[config.mk]
export PLATFORM = sky130hd
export DESIGN_NAME = parity_stream_gen
export DESIGN_NICKNAME = d
export VERILOG_FILES = /design/src/rtl/parity_pkg.sv /design/src/rtl/parity_calc.sv /design/src/rtl/parity_stream_gen.sv
export SDC_FILE = /design/constraint.sdc
export NUM_CORES = 1
export LEC_CHECK = 0
export ABC_CLOCK_PERIOD_IN_PS = 1800
export BUFFER_PORTS_ARGS = -buffer_cell sky130_fd_sc_hd__buf_2
export CELL_PAD_IN_SITES_DETAIL_PLACEMENT = 2
export CELL_PAD_IN_SITES_GLOBAL_PLACEMENT = 2
export CORE_MARGIN = 4
export CORE_UTILIZATION = 23
export DETAILED_ROUTE_END_ITERATION = 8
export PLACE_DENSITY = 0.73
export SKIP_LAST_GASP = 1
export SLEW_MARGIN = 25
export SYNTH_ARGS = -nofsm -noshare
export SYNTH_HDL_FRONTEND = slang
export SYNTH_SLANG_ARGS = --single-unit
export TNS_END_PERCENT = 30
[constraint.sdc]
create_clock -name clk -period 1.8 [get_ports clk]
set_clock_uncertainty 0.15 [all_clocks]
set_input_delay 0.09 -clock clk [delete_from_list [all_inputs] [get_ports clk]]
set_output_delay 0.09 -clock clk [all_outputs]
set_load 0.05 [all_outputs]
[src/rtl/parity_pkg.sv]
`default_nettype none
// ============================================================================
//  Module   : parity_pkg
//  Purpose  : Shared types and constants for the streaming parity generator.
//             Holds the packet-tracking FSM state encoding and the parity
//             mode constants.
//  Revision : 1.0 - initial release
// ============================================================================
package parity_pkg;

    // Packet-tracking FSM states, explicitly encoded in two bits
    typedef enum logic [1:0] {
        IDLE    = 2'd0,  // waiting for the first beat of a packet
        BODY    = 2'd1,  // inside a packet, accumulating column parity
        TRAILER = 2'd2   // last beat accepted, LRC word still to be emitted
    } state_t;

    // Parity mode encoding as seen on odd_even
    localparam logic MODE_EVEN = 1'b0;
    localparam logic MODE_ODD  = 1'b1;

endpackage : parity_pkg
`default_nettype wire

[src/rtl/parity_calc.sv]
`default_nettype none
// ============================================================================
//  Module   : parity_calc
//  Purpose  : Combinational parity of a DATA_W-bit word. With mode = 1 the
//             result makes the total count of ones (word + bit) odd, with
//             mode = 0 it makes it even.
//  Revision : 1.0 - initial release
// ============================================================================
module parity_calc #(
    parameter int DATA_W = 8
) (
    input  logic [DATA_W-1:0] data,
    input  logic              mode,
    output logic              par
);

    // Reduction XOR folds the word; XOR with mode flips even into odd parity
    assign par = (^data) ^ mode;

endmodule : parity_calc
`default_nettype wire

[src/rtl/parity_stream_gen.sv]
`default_nettype none
// ============================================================================
//  Module   : parity_stream_gen
//  Purpose  : Streaming parity generator. Tags every accepted word with a
//             per-word parity bit and appends one longitudinal-parity (LRC)
//             trailer word after the last word of each packet. Parity mode
//             (odd/even) is latched on the first beat of each packet.
//  Revision : 1.0 - initial release
// ============================================================================
module parity_stream_gen
    import parity_pkg::*;
#(
    parameter int DATA_W = 8
) (
    input  logic              clk,
    input  logic              rst,
    input  logic              odd_even,
    input  logic              s_valid,
    output logic              s_ready,
    input  logic [DATA_W-1:0] s_data,
    input  logic              s_last,
    output logic              m_valid,
    input  logic              m_ready,
    output logic [DATA_W-1:0] m_data,
    output logic              m_par,
    output logic              m_last,
    output logic              m_trailer
);

    // ------------------------------------------------------------------------
    // Declarations
    // ------------------------------------------------------------------------
    state_t              r_state;
    state_t              w_state_next;

    logic [DATA_W-1:0]   r_acc;
    logic                r_mode;

    logic                r_m_valid;
    logic [DATA_W-1:0]   r_m_data;
    logic                r_m_par;
    logic                r_m_last;
    logic                r_m_trailer;

    logic                w_out_free;   // output register may take a new word
    logic                w_s_ready;
    logic                w_in_xfer;    // input handshake completes this cycle
    logic                w_trl_load;   // trailer word loads this cycle
    logic                w_beat_mode;  // mode that applies to the incoming word
    logic                w_beat_par;
    logic [DATA_W-1:0]   w_lrc;
    logic                w_lrc_par;

    // ------------------------------------------------------------------------
    // Parity calculators
    // ------------------------------------------------------------------------

    // The first beat of a packet has to be tagged with the mode being latched
    // in that same cycle, so bypass the mode register while in IDLE.
    assign w_beat_mode = (r_state == IDLE) ? odd_even : r_mode;

    // Inverting every column in odd mode turns the even column parity held
    // in the accumulator into odd column parity.
    assign w_lrc = r_acc ^ {DATA_W{r_mode}};

    parity_calc #(
        .DATA_W (DATA_W)
    ) u_par_data (
        .data (s_data),
        .mode (w_beat_mode),
        .par  (w_beat_par)
    );

    parity_calc #(
        .DATA_W (DATA_W)
    ) u_par_lrc (
        .data (w_lrc),
        .mode (r_mode),
        .par  (w_lrc_par)
    );

    // ------------------------------------------------------------------------
    // FSM
    // ------------------------------------------------------------------------

    // State register
    always_ff @(posedge clk) begin
        if (rst) begin
            r_state <= IDLE;
        end else begin
            r_state <= w_state_next;
        end
    end

    // Next-state logic: a last beat always leads to TRAILER; the trailer
    // leaves as soon as the output register is free to take it.
    always_comb begin
        w_state_next = r_state;
        unique case (r_state)
            IDLE, BODY: begin
                if (w_in_xfer) begin
                    w_state_next = s_last ? TRAILER : BODY;
                end
            end
            TRAILER: begin
                if (w_out_free) begin
                    w_state_next = IDLE;
                end
            end
            default: begin
                w_state_next = IDLE;
            end
        endcase
    end

    // FSM outputs: input readiness and the trailer-load strobe. The output
    // register is free when empty or being drained this cycle.
    always_comb begin
        w_out_free = !r_m_valid || m_ready;
        w_s_ready  = (r_state != TRAILER) && w_out_free;
        w_trl_load = (r_state == TRAILER) && w_out_free;
        w_in_xfer  = s_valid && w_s_ready;
    end

    // ------------------------------------------------------------------------
    // Datapath registers
    // ------------------------------------------------------------------------

    // Mode latch and column-parity accumulator; cleared once the trailer is
    // loaded so a stale sum never leaks into the next packet.
    always_ff @(posedge clk) begin
        if (rst) begin
            r_mode <= MODE_EVEN;
            r_acc  <= '0;
        end else if (w_in_xfer) begin
            if (r_state == IDLE) begin
                r_mode <= odd_even;
                r_acc  <= s_data;
            end else begin
                r_acc  <= r_acc ^ s_data;
            end
        end else if (w_trl_load) begin
            r_acc  <= '0;
        end
    end

    // Output register: data beats and trailer are mutually exclusive because
    // no input is accepted in TRAILER. A drain without a reload only clears
    // m_valid, leaving the last word visible on the other outputs.
    always_ff @(posedge clk) begin
        if (rst) begin
            r_m_valid   <= 1'b0;
            r_m_data    <= '0;
            r_m_par     <= 1'b0;
            r_m_last    <= 1'b0;
            r_m_trailer <= 1'b0;
        end else if (w_in_xfer) begin
            r_m_valid   <= 1'b1;
            r_m_data    <= s_data;
            r_m_par     <= w_beat_par;
            r_m_last    <= 1'b0;
            r_m_trailer <= 1'b0;
        end else if (w_trl_load) begin
            r_m_valid   <= 1'b1;
            r_m_data    <= w_lrc;
            r_m_par     <= w_lrc_par;
            r_m_last    <= 1'b1;
            r_m_trailer <= 1'b1;
        end else if (r_m_valid && m_ready) begin
            r_m_valid   <= 1'b0;
        end
    end

    // ------------------------------------------------------------------------
    // Port drives
    // ------------------------------------------------------------------------
    assign s_ready   = w_s_ready;
    assign m_valid   = r_m_valid;
    assign m_data    = r_m_data;
    assign m_par     = r_m_par;
    assign m_last    = r_m_last;
    assign m_trailer = r_m_trailer;

endmodule : parity_stream_gen
`default_nettype wire
==> run summary, run 1 <==
P_int: 0.000850 W
Final setup violation count: 0
Crit path largest cell delay: 0.54 ns
Area share of fa/ha/maj cells after synthesis: 0
Worst Hold End: r_state[1]$_SDFFE_PP0P_
Worst EP arrival: 1.72 ns
Multi-input gate area: 763 um^2
Status: complete, no violations
Warnings from Yosys: 0
Sw power: 0.000452 W
Total GRT Usage: 0.137
R2r startpoint: r_state[1]$_SDFFE_PP0P_
FF-to-FF End: m_par$_SDFFE_PP0P_
Fill count: 629
HPWL reported at the end of detailed placement: 3060 um
Sequential Area: 442 um^2
I/O pin count: 27
Die height: 82.7 um
Clock Tree Buf Depth: 2
Number of remaining DRC errors: 0
Crit. End Element: flop
Primary FF master, synth: dfxtp_1
Num rows: 26
CP most frequent cell: xnor2_1
Slew headroom: 0.690
Cells along the critical path: dlygate4sd3_1, buf_2, xnor2_1, xnor2_1, xnor3_1, o21ai_1, a21oi_1
Worst skew pair latency: 0.26 ns
Compound-Gate Fraction of Synth Area: 0.257
Mapped Cells: 164
Hold Startpoint: m_ready
Worst Setup Start Kind: input port
Clock Power Share: 0.241
Flop-to-flop setup slack: 0.19 ns
Maximum clock rate: 583 MHz
First drt pass iteration count: 4
Register share of total power: 0.430
Yosys top cell by area: dfxtp_1
Min cycle time layout: 1.71 ns
Peak VDD IR: 0.228 mV
Setup TNS Final: 0 ns
GR Overflow Total: 0
ANT cells: 0
Top-area cell type share of the netlist area: 0.343
Synth cell count leaders: a21oi_1, dfxtp_1, xnor2_1
Fin nets: 216
Postcts setup bufs: 0
Core box area: 0.00527 mm^2
Logic pwr share: 0.330
CTS root buffer: clkbuf_8
Max-cap violations: 0
Fin cells: 270
Synthesized Nets: 178
Synthesized area: 0.00128 mm^2
1st-iter DRT viols: 60
Period Utilization, post-route: 0.953
Least-Margin Pin Slew: 0.465 ns
# H-tree levels: 1
CTS tree: built
I/O Buffers: 26
Starting Density: 0.243
Largest net degree at the start of global routing: 23
Required @ worst endpoint: 1.80 ns
Mux cell area share after synthesis: 0.0156
Final Cell Area: 0.00167 mm^2
RSZ-0062 raised after global routing: no
Reg clk slew, reported paths: 0.08 ns
Most common cell in the netlist: a21oi_1
Critical path's slowest cell: dlygate4sd3_1
Via count: 1306
Worst Path Max Fanout: 5
Clk sinks: 22
Number of global-route vias before repair: 1403
Vias/cell: 4.84
GPL Wtd Cong: 0.795
Die area: 0.00683 mm^2
Top cells by area, synth: dfxtp_1, xnor2_1, a21oi_1
HP Class: input port to flop
XOR/XNOR Fraction of Synth Area: 0.161
Wire per inst: 15.8 um
FFs w/ async S/R, synth: 0
FF+latch count, synth: 22
DP Worst Slack: 0.0988 ns
Final setup margin: 0.0851 ns
Detail Route Antenna Nets: 0
Placed inst area: 0.00151 mm^2
Seq/Total Area, Yosys: 0.343
Post-Route WL: 4270 um
Final hold vios: 0
Initial antenna violation count: 0
Leak: 0.670 nW
CTS buffer count: 3
Placed cells: 257
Avg Cell Area, Syn: 7.82 um^2
Sw Ratio: 0.347
First-pass GRT wire length: 6960 um
Post-synth cell types: 27
R2R depth: 5
Synth Area in Simple Gates: 0.150
Fraction of layout cells with a size suffix above 1: 0.220
Largest family of logic cells by synthesized area: compound AO/OA/AOI/OAI gates
Setup CP Type: input port to flop
Area Overhead vs Synth: 30.1%
Hold Path Cell Cnt: 4
Die width: 82.7 um
Slew Limit Fails: 0
Post-synth EDFFs: 0
Power per Cell Area: 780 mW/mm^2
-- sequential cells by signal, summed over array words and instances (netlist names) --
signal     count
m_data         8
r_acc          8
r_mode         1
m_valid        1
r_state        2
m_trailer      1
m_par          1
-- cells in the final DEF (no fill, tap or decap) --
cell           synthesis  final
nand3_2                1      1
clkbuf_8               0      3
a211oi_1               8      8
nor2b_1                2      2
xnor2_2                0      2
a22oi_1                1      1
dlygate4sd3_1          0     10
and3_1                 1      1
a32oi_1                1      1
dfxtp_1               22     21
nand2b_1               2      2
a21oi_1               26     26
a2111oi_2              1      1
xor2_1                 3      3
nor2_2                 1      1
buf_2                  3     26
nand3_1                8      8
o211ai_1               7      7
nand2_1               15     15
xnor2_1               18     16
dfxtp_2                0      1
o21ai_1                1      1
nor3_1                 2      2
nor2_1                 7      7
buf_4                  2      9
mux2i_1                2      2
xnor3_1                1      1
o21ai_0               10     10
inv_1                 10     10
and2_1                 2      2
-- critical path, delay by kind of cell --
kind | cells | cell delay, ns
XOR/XNOR | 3 | 0.73
AO/OA/AOI/OAI | 2 | 0.19
buffers and inverters | 2 | 0.71
-- per-stage QoR --
| stage | total power [W] | hold slack (ns) | util |
|---|---|---|---|
| global route | 0.00139 | 0.112 | 0.317 |
| global placement | 0.000976 | 0.172 | 0.287 |
| floorplan | 0.000861 | 0.0160 | - |
| CTS | 0.00132 | 0.0818 | 0.314 |
| detailed placement | 0.000984 | 0.171 | 0.287 |
| finish | 0.00130 | 0.0848 | 0.317 |
-- power groups by stage --
stage | registers (W) | clock network [W] | logic [W]
after floorplan | 0.000629 | 0 | 0.000232
after global routing | 0.000565 | 0.000351 | 0.000471
after CTS | 0.000560 | 0.000324 | 0.000432
after detailed placement | 0.000571 | 0 | 0.000413
after global placement | 0.000570 | 0 | 0.000406
final | 0.000560 | 0.000313 | 0.000429
-- worst max-delay path by stage --
stage	start	end	slack [ns]
after global placement	r_state[1]$_SDFFE_PP0P_	m_par$_SDFFE_PP0P_	0.16
after CTS	s_data[6]	m_par$_SDFFE_PP0P_	0.05
after floorplan	m_valid$_SDFFE_PP0P_	m_data[1]$_SDFFE_PP0P_	0.06
after global routing	s_data[3]	m_par$_SDFFE_PP0P_	0.01
after detailed placement	r_state[1]$_SDFFE_PP0P_	m_par$_SDFFE_PP0P_	0.1
final	s_data[3]	m_par$_SDFFE_PP0P_	0.09
-- what timing repair did --
action,4_1_cts,5_1_grt
hold buffers,10,0
cloned,0,0
pin swaps,0,2
gates resized for setup,1,2
hold endpoints to repair,11,0
endpoints found under the setup margin,1,1
-- final cells by class --
cell class,instances,share of cell area
clock buffer,3,0.0247
timing repair buffer,45,0.178
tap,70,0.0525
sequential,22,0.265
inverter,10,0.0225
multi-input combinational,120,0.457
-- metal layers --
metal	global-route usage	wire length, um
met5	0	0
met3	0.0195	133
met2	0.240	2030
met4	0.0490	61
met1	0.169	2050
-- cell families (layout without fill, tap and decap cells) --
group | count (synthesis) | in the layout
compound gates | 55 | 55
simple gates | 41 | 41
xor+xnor | 22 | 22
flops | 22 | 22
buf+inv | 22 | 58
mux | 2 | 2
No activity file was read; power rests on OpenSTA's default activity.
==> inputs of run 2 (changes only) <==
CORE_MARGIN = 2   (was 4)
REMOVE_ABC_BUFFERS = 1   (was default)
==> run summary, run 2 (synthesized netlist as in run 1, its figures left out) <==
Status: complete, no violations
First drt pass iteration count: 3 (-1)
Slew headroom: 0.681 (-0.00977)
Final Cell Area: 0.00170 mm^2 (+1.8%)
Max-cap violations: 0 (unchanged)
HP Class: input port to flop
Cells along the critical path: dlygate4sd3_1, buf_2, xnor2_2, xnor2_1, xnor3_1, o21ai_1, a21oi_1
Number of remaining DRC errors: 0 (unchanged)
Period Utilization, post-route: 0.958 (+0.00547)
Worst skew pair latency: 0.27 ns (about the same)
Commonest non-fill, non-tap cells in the layout: a21oi_1, buf_2, dfxtp_1, nand2_1, xnor2_1
Maximum clock rate: 580 MHz (-0.57%)
Worst Setup Start Kind: input port
Wire per inst: 15.1 um (-4.5%)
GPL Wtd Cong: 0.695 (-13%)
Clk sinks: 22 (unchanged)
Clock Tree Buf Depth: 2 (unchanged)
Setup CP Type: input port to flop
Die area: 0.00619 mm^2 (-9.4%)
Flop-to-flop setup slack: 0.14 ns (-0.05 ns)
Initial antenna violation count: 0 (unchanged)
Final setup violation count: 0 (unchanged)
Final hold vios: 0 (unchanged)
ANT cells: 0 (unchanged)
Via count: 1272 (-2.6%)
Num rows: 27 (+3.8%)
HPWL reported at the end of detailed placement: 3070 um (+0.23%)
Area Overhead vs Synth: 32.5%
# H-tree levels: 1 (unchanged)
GR Overflow Total: 0 (unchanged)
Slew Limit Fails: 0 (unchanged)
Power per Cell Area: 805 mW/mm^2 (+3.2%)
Die height: 78.7 um (-4.8%)
I/O pin count: 27 (unchanged)
Peak VDD IR: 0.227 mV (-0.62%)
Fin nets: 217 (+0.46%)
Fill count: 631 (+0.32%)
Crit path largest cell delay: 0.53 ns (about the same)
Required @ worst endpoint: 1.81 ns (about the same)
Vias/cell: 4.64 (-4.0%)
Core box area: 0.00544 mm^2 (+3.2%)
Hold WS: 0.102 ns (+0.0177 ns)
Total GRT Usage: 0.145 (+0.00767)
1st-iter DRT viols: 45 (-25%)
Postcts setup bufs: 0 (unchanged)
I/O Buffers: 26 (unchanged)
Min cycle time layout: 1.72 ns (+0.00984 ns)
Crit. End Element: flop
Worst Path Max Fanout: 5 (unchanged)
CTS buffer count: 3 (unchanged)
Setup TNS Final: 0 ns (unchanged)
Least-Margin Pin Slew: 0.479 ns (+0.0146 ns)
Detail Route Antenna Nets: 0 (unchanged)
CTS tree: built
First-pass GRT wire length: 7030 um (+1.1%)
Largest net degree at the start of global routing: 23 (unchanged)
Fraction of layout cells with a size suffix above 1: 0.228 (+0.00772)
Placed inst area: 0.00152 mm^2 (+0.66%)
Starting Density: 0.236 (-0.00756)
RSZ-0062 raised after global routing: yes
CTS root buffer: clkbuf_8
Number of global-route vias before repair: 1385 (-1.3%)
Post-Route WL: 4140 um (-3.1%)
Critical path's slowest cell: dlygate4sd3_1
Die width: 78.7 um (-4.8%)
Leak: 0.688 nW (+2.7%)
Reg clk slew, reported paths: 0.09 ns (about the same)
Final cell utilization of the core: 0.312 (-0.00432)
Worst EP arrival: 1.73 ns (about the same)
## run 2: path summary, 6_finish.rpt
check | start | end | depth (start not counted)
setup / recovery | s_data[3] | m_par$_SDFFE_PP0P_ | 7
hold / removal | rst | m_trailer$_SDFFE_PP0P_ | 2
setup reg to reg | r_state[0]$_SDFFE_PP0P_ | r_state[0]$_SDFFE_PP0P_ | 4
hold reg to reg | m_trailer$_SDFFE_PP0P_ | m_trailer$_SDFFE_PP0P_ | 2
## run 2: worst max-delay path, delay by kind of cell
family	cells	cell delay, ns
XOR/XNOR	3	0.75
buffers and inverters	2	0.69
AO/OA/AOI/OAI	2	0.19
## run 2: timing repair
action,CTS,global route
hold buffers,10,0
resized for setup,0,3
endpoints found under the setup margin,0,2
hold endpoints to repair,10,0
## run 2: cell type report
| cell class | count | area (um^2) | area share |
|---|---|---|---|
| sequential | 22 | 440 | 0.259 |
| timing repair buffer | 46 | 305 | 0.180 |
| tap | 72 | 90.1 | 0.0530 |
| inverter | 10 | 37.5 | 0.0221 |
| clock buffer | 4 | 55.1 | 0.0324 |
| multi-input combinational | 120 | 771 | 0.454 |
## run 2: per-layer routing
metal | wire (um) | GRT usage | part of all wire | up-vias
met3 | 77 | 0.0103 | 0.019 | 4
met2 | 2080 | 0.250 | 0.50 | 18
met4 | 44 | 0.0474 | 0.011 | 0
li1 | - | - | - | 637
met5 | 0 | 0 | 0 | -
met1 | 1940 | 0.189 | 0.47 | 613
## run 2: power by group
group          switching (W)  internal [W]  leakage (nW)
clock               0.000177      0.000195        0.0288
combinational       0.000257      0.000179         0.479
sequential         0.0000351      0.000523         0.181
## run 2: per-stage QoR
step / instances / setup slack, ns / total power [W]
6_report: 274 / 0.0753 / 0.00137
4_1_cts: 274 / 0.0346 / 0.00138
2_1_floorplan: 152 / -0.0625 / 0.000843
3_3_place_gp: 260 / 0.213 / 0.000977
3_5_place_dp: 260 / 0.142 / 0.000989
5_1_grt: 274 / -0.00207 / 0.00145
==> inputs of run 3 (changes only) <==
CELL_PAD_IN_SITES_DETAIL_PLACEMENT = 0   (was 2)
CELL_PAD_IN_SITES_GLOBAL_PLACEMENT = 1   (was 2)
PLACE_DENSITY = 0.62   (was 0.73)
==> run summary, run 3 (synthesized netlist as in run 1, its figures left out) <==
Status: complete, no violations
CTS tree: built
Area Overhead vs Synth: 29.6%
Reg clk slew, reported paths: 0.09 ns (about the same)
I/O pin count: 27 (unchanged)
Post-Route WL: 3600 um (-13%)
1st-iter DRT viols: 49 (+8.9%)
Cts hold-fix bufs: 10 (unchanged)
Final Cell Area: 0.00166 mm^2 (-2.2%)
Leak: 0.661 nW (-4.0%)
GR Overflow Total: 0 (unchanged)
Worst Setup Start Kind: input port
Family with the most delay on the worst path: XOR/XNOR gates
Final hold vios: 0 (unchanged)
Setup CP Type: input port to flop
Required @ worst endpoint: 1.81 ns (about the same)
Fin cells: 272 (-0.73%)
Max-cap violations: 0 (unchanged)
# H-tree levels: 1 (unchanged)
ANT cells: 0 (unchanged)
CP Launch Point: s_data[6]
Initial antenna violation count: 0 (unchanged)
Starting Density: 0.236 (unchanged)
Fraction of layout cells with a size suffix above 1: 0.205 (-0.0227)
CTS root buffer: clkbuf_8
Crit. End Element: flop
Die area: 0.00619 mm^2 (unchanged)
Min cycle time layout: 1.67 ns (-0.0532 ns)
Core box area: 0.00544 mm^2 (unchanged)
Final setup violation count: 0 (unchanged)
Least-Margin Pin Slew: 0.468 ns (-0.0107 ns)
Commonest non-fill, non-tap cells in the layout: a21oi_1, buf_2, dfxtp_1, xnor2_1, nand2_1
Cells along the critical path: dlygate4sd3_1, buf_2, xnor2_1, xnor2_1, xnor3_1, o21ai_1, a21oi_1
Postcts setup bufs: 0 (unchanged)
Total GRT Usage: 0.123 (-0.0217)
Period Utilization, post-route: 0.929 (-0.0295)
Worst EP arrival: 1.68 ns (-0.05 ns)
Placed cells: 258 (-0.77%)
Wire per inst: 13.2 um (-12%)
Crit path largest cell delay: 0.53 ns (about the same)
Placed inst area: 0.00151 mm^2 (-0.99%)
Largest net degree at the start of global routing: 23 (unchanged)
I/O Buffers: 26 (unchanged)
Slew headroom: 0.688 (+0.00714)
Critical path's slowest cell: dlygate4sd3_1
HPWL reported at the end of detailed placement: 2510 um (-18%)
Vias/cell: 4.43 (-4.6%)
Number of remaining DRC errors: 0 (unchanged)
Detail Route Antenna Nets: 0 (unchanged)
Number of global-route vias before repair: 1175 (-15%)
Hold Startpoint: m_ready
Clock Tree Buf Depth: 2 (unchanged)
Num rows: 27 (unchanged)
Peak VDD IR: 0.316 mV (+39%)
GPL Wtd Cong: 0.753 (+8.4%)
Maximum clock rate: 598 MHz (+3.2%)
Post-CTS Resized: 0 (unchanged)
CP bufs+invs: 2 (unchanged)
First-pass GRT wire length: 5870 um (-16%)
Total power: 0.00135 W (-1.6%)
Slew Limit Fails: 0 (unchanged)
Worst Path Max Fanout: 5 (unchanged)
Die height: 78.7 um (unchanged)
First drt pass iteration count: 4 (+1)
Flop-to-flop setup slack: 0.21 ns (+0.07 ns)
Power per Cell Area: 810 mW/mm^2 (+0.60%)
CTS buffer count: 3 (unchanged)
RSZ-0062 raised after global routing: no
Fin nets: 215 (-0.92%)
CP most frequent cell: xnor2_1
Die width: 78.7 um (unchanged)
HP Class: input port to flop
R2r startpoint: r_state[0]$_SDFFE_PP0P_
Via count: 1205 (-5.3%)
Clk sinks: 22 (unchanged)
Worst skew pair latency: 0.27 ns (about the same)
==> run 3: through the flow <==
stage	hold slack (ns)	utilization	setup WS [ns]	setup TNS, ns
finish	0.0846	0.305	0.128	0
global route	0.139	0.305	0.0394	0
global placement	0.174	0.277	0.197	0
floorplan	0.00907	-	-0.0625	-0.0625
CTS	0.0904	0.305	0.113	0
detailed placement	0.176	0.277	0.201	0
==> run 3: path summary, 6_finish.rpt <==
path,cells past startpoint,endpoint
worst max-delay path,7,m_par$_SDFFE_PP0P_
worst min-delay path,4,r_state[1]$_SDFFE_PP0P_
worst min register to register,2,m_trailer$_SDFFE_PP0P_
worst max register to register,4,r_state[0]$_SDFFE_PP0P_
==> run 3: layer usage <==
| metal | track usage | up-vias | routed length [um] |
|---|---|---|---|
| met5 | 0 | - | 0 |
| met4 | 0.0316 | 0 | 31 |
| met3 | 0.0218 | 4 | 110 |
| met2 | 0.207 | 18 | 1680 |
| met1 | 0.161 | 547 | 1780 |
| li1 | - | 636 | - |
==> run 3: worst reg2reg max path: stages, from the launching register on <==
cell and delay, ns:
dfxtp_1 0.43, nand2b_1 0.20, and3_1 0.31, nor2_1 0.08, a2111oi_2 0.32
==> run 3: cell type report <==
type / instances / area (um^2)
clock buffer: 4 / 55.1
multi-input combinational: 120 / 748
inverter: 10 / 37.5
sequential: 22 / 440
timing repair buffer: 44 / 290
tap: 72 / 90.1
fill: 608 / 3780
==> run 3: report_power, final <==
part / total [W] / switching, W / internal, W
Combinational: 0.000416 / 0.000244 / 0.000172
Clock: 0.000373 / 0.000177 / 0.000195
Sequential: 0.000557 / 0.0000330 / 0.000523
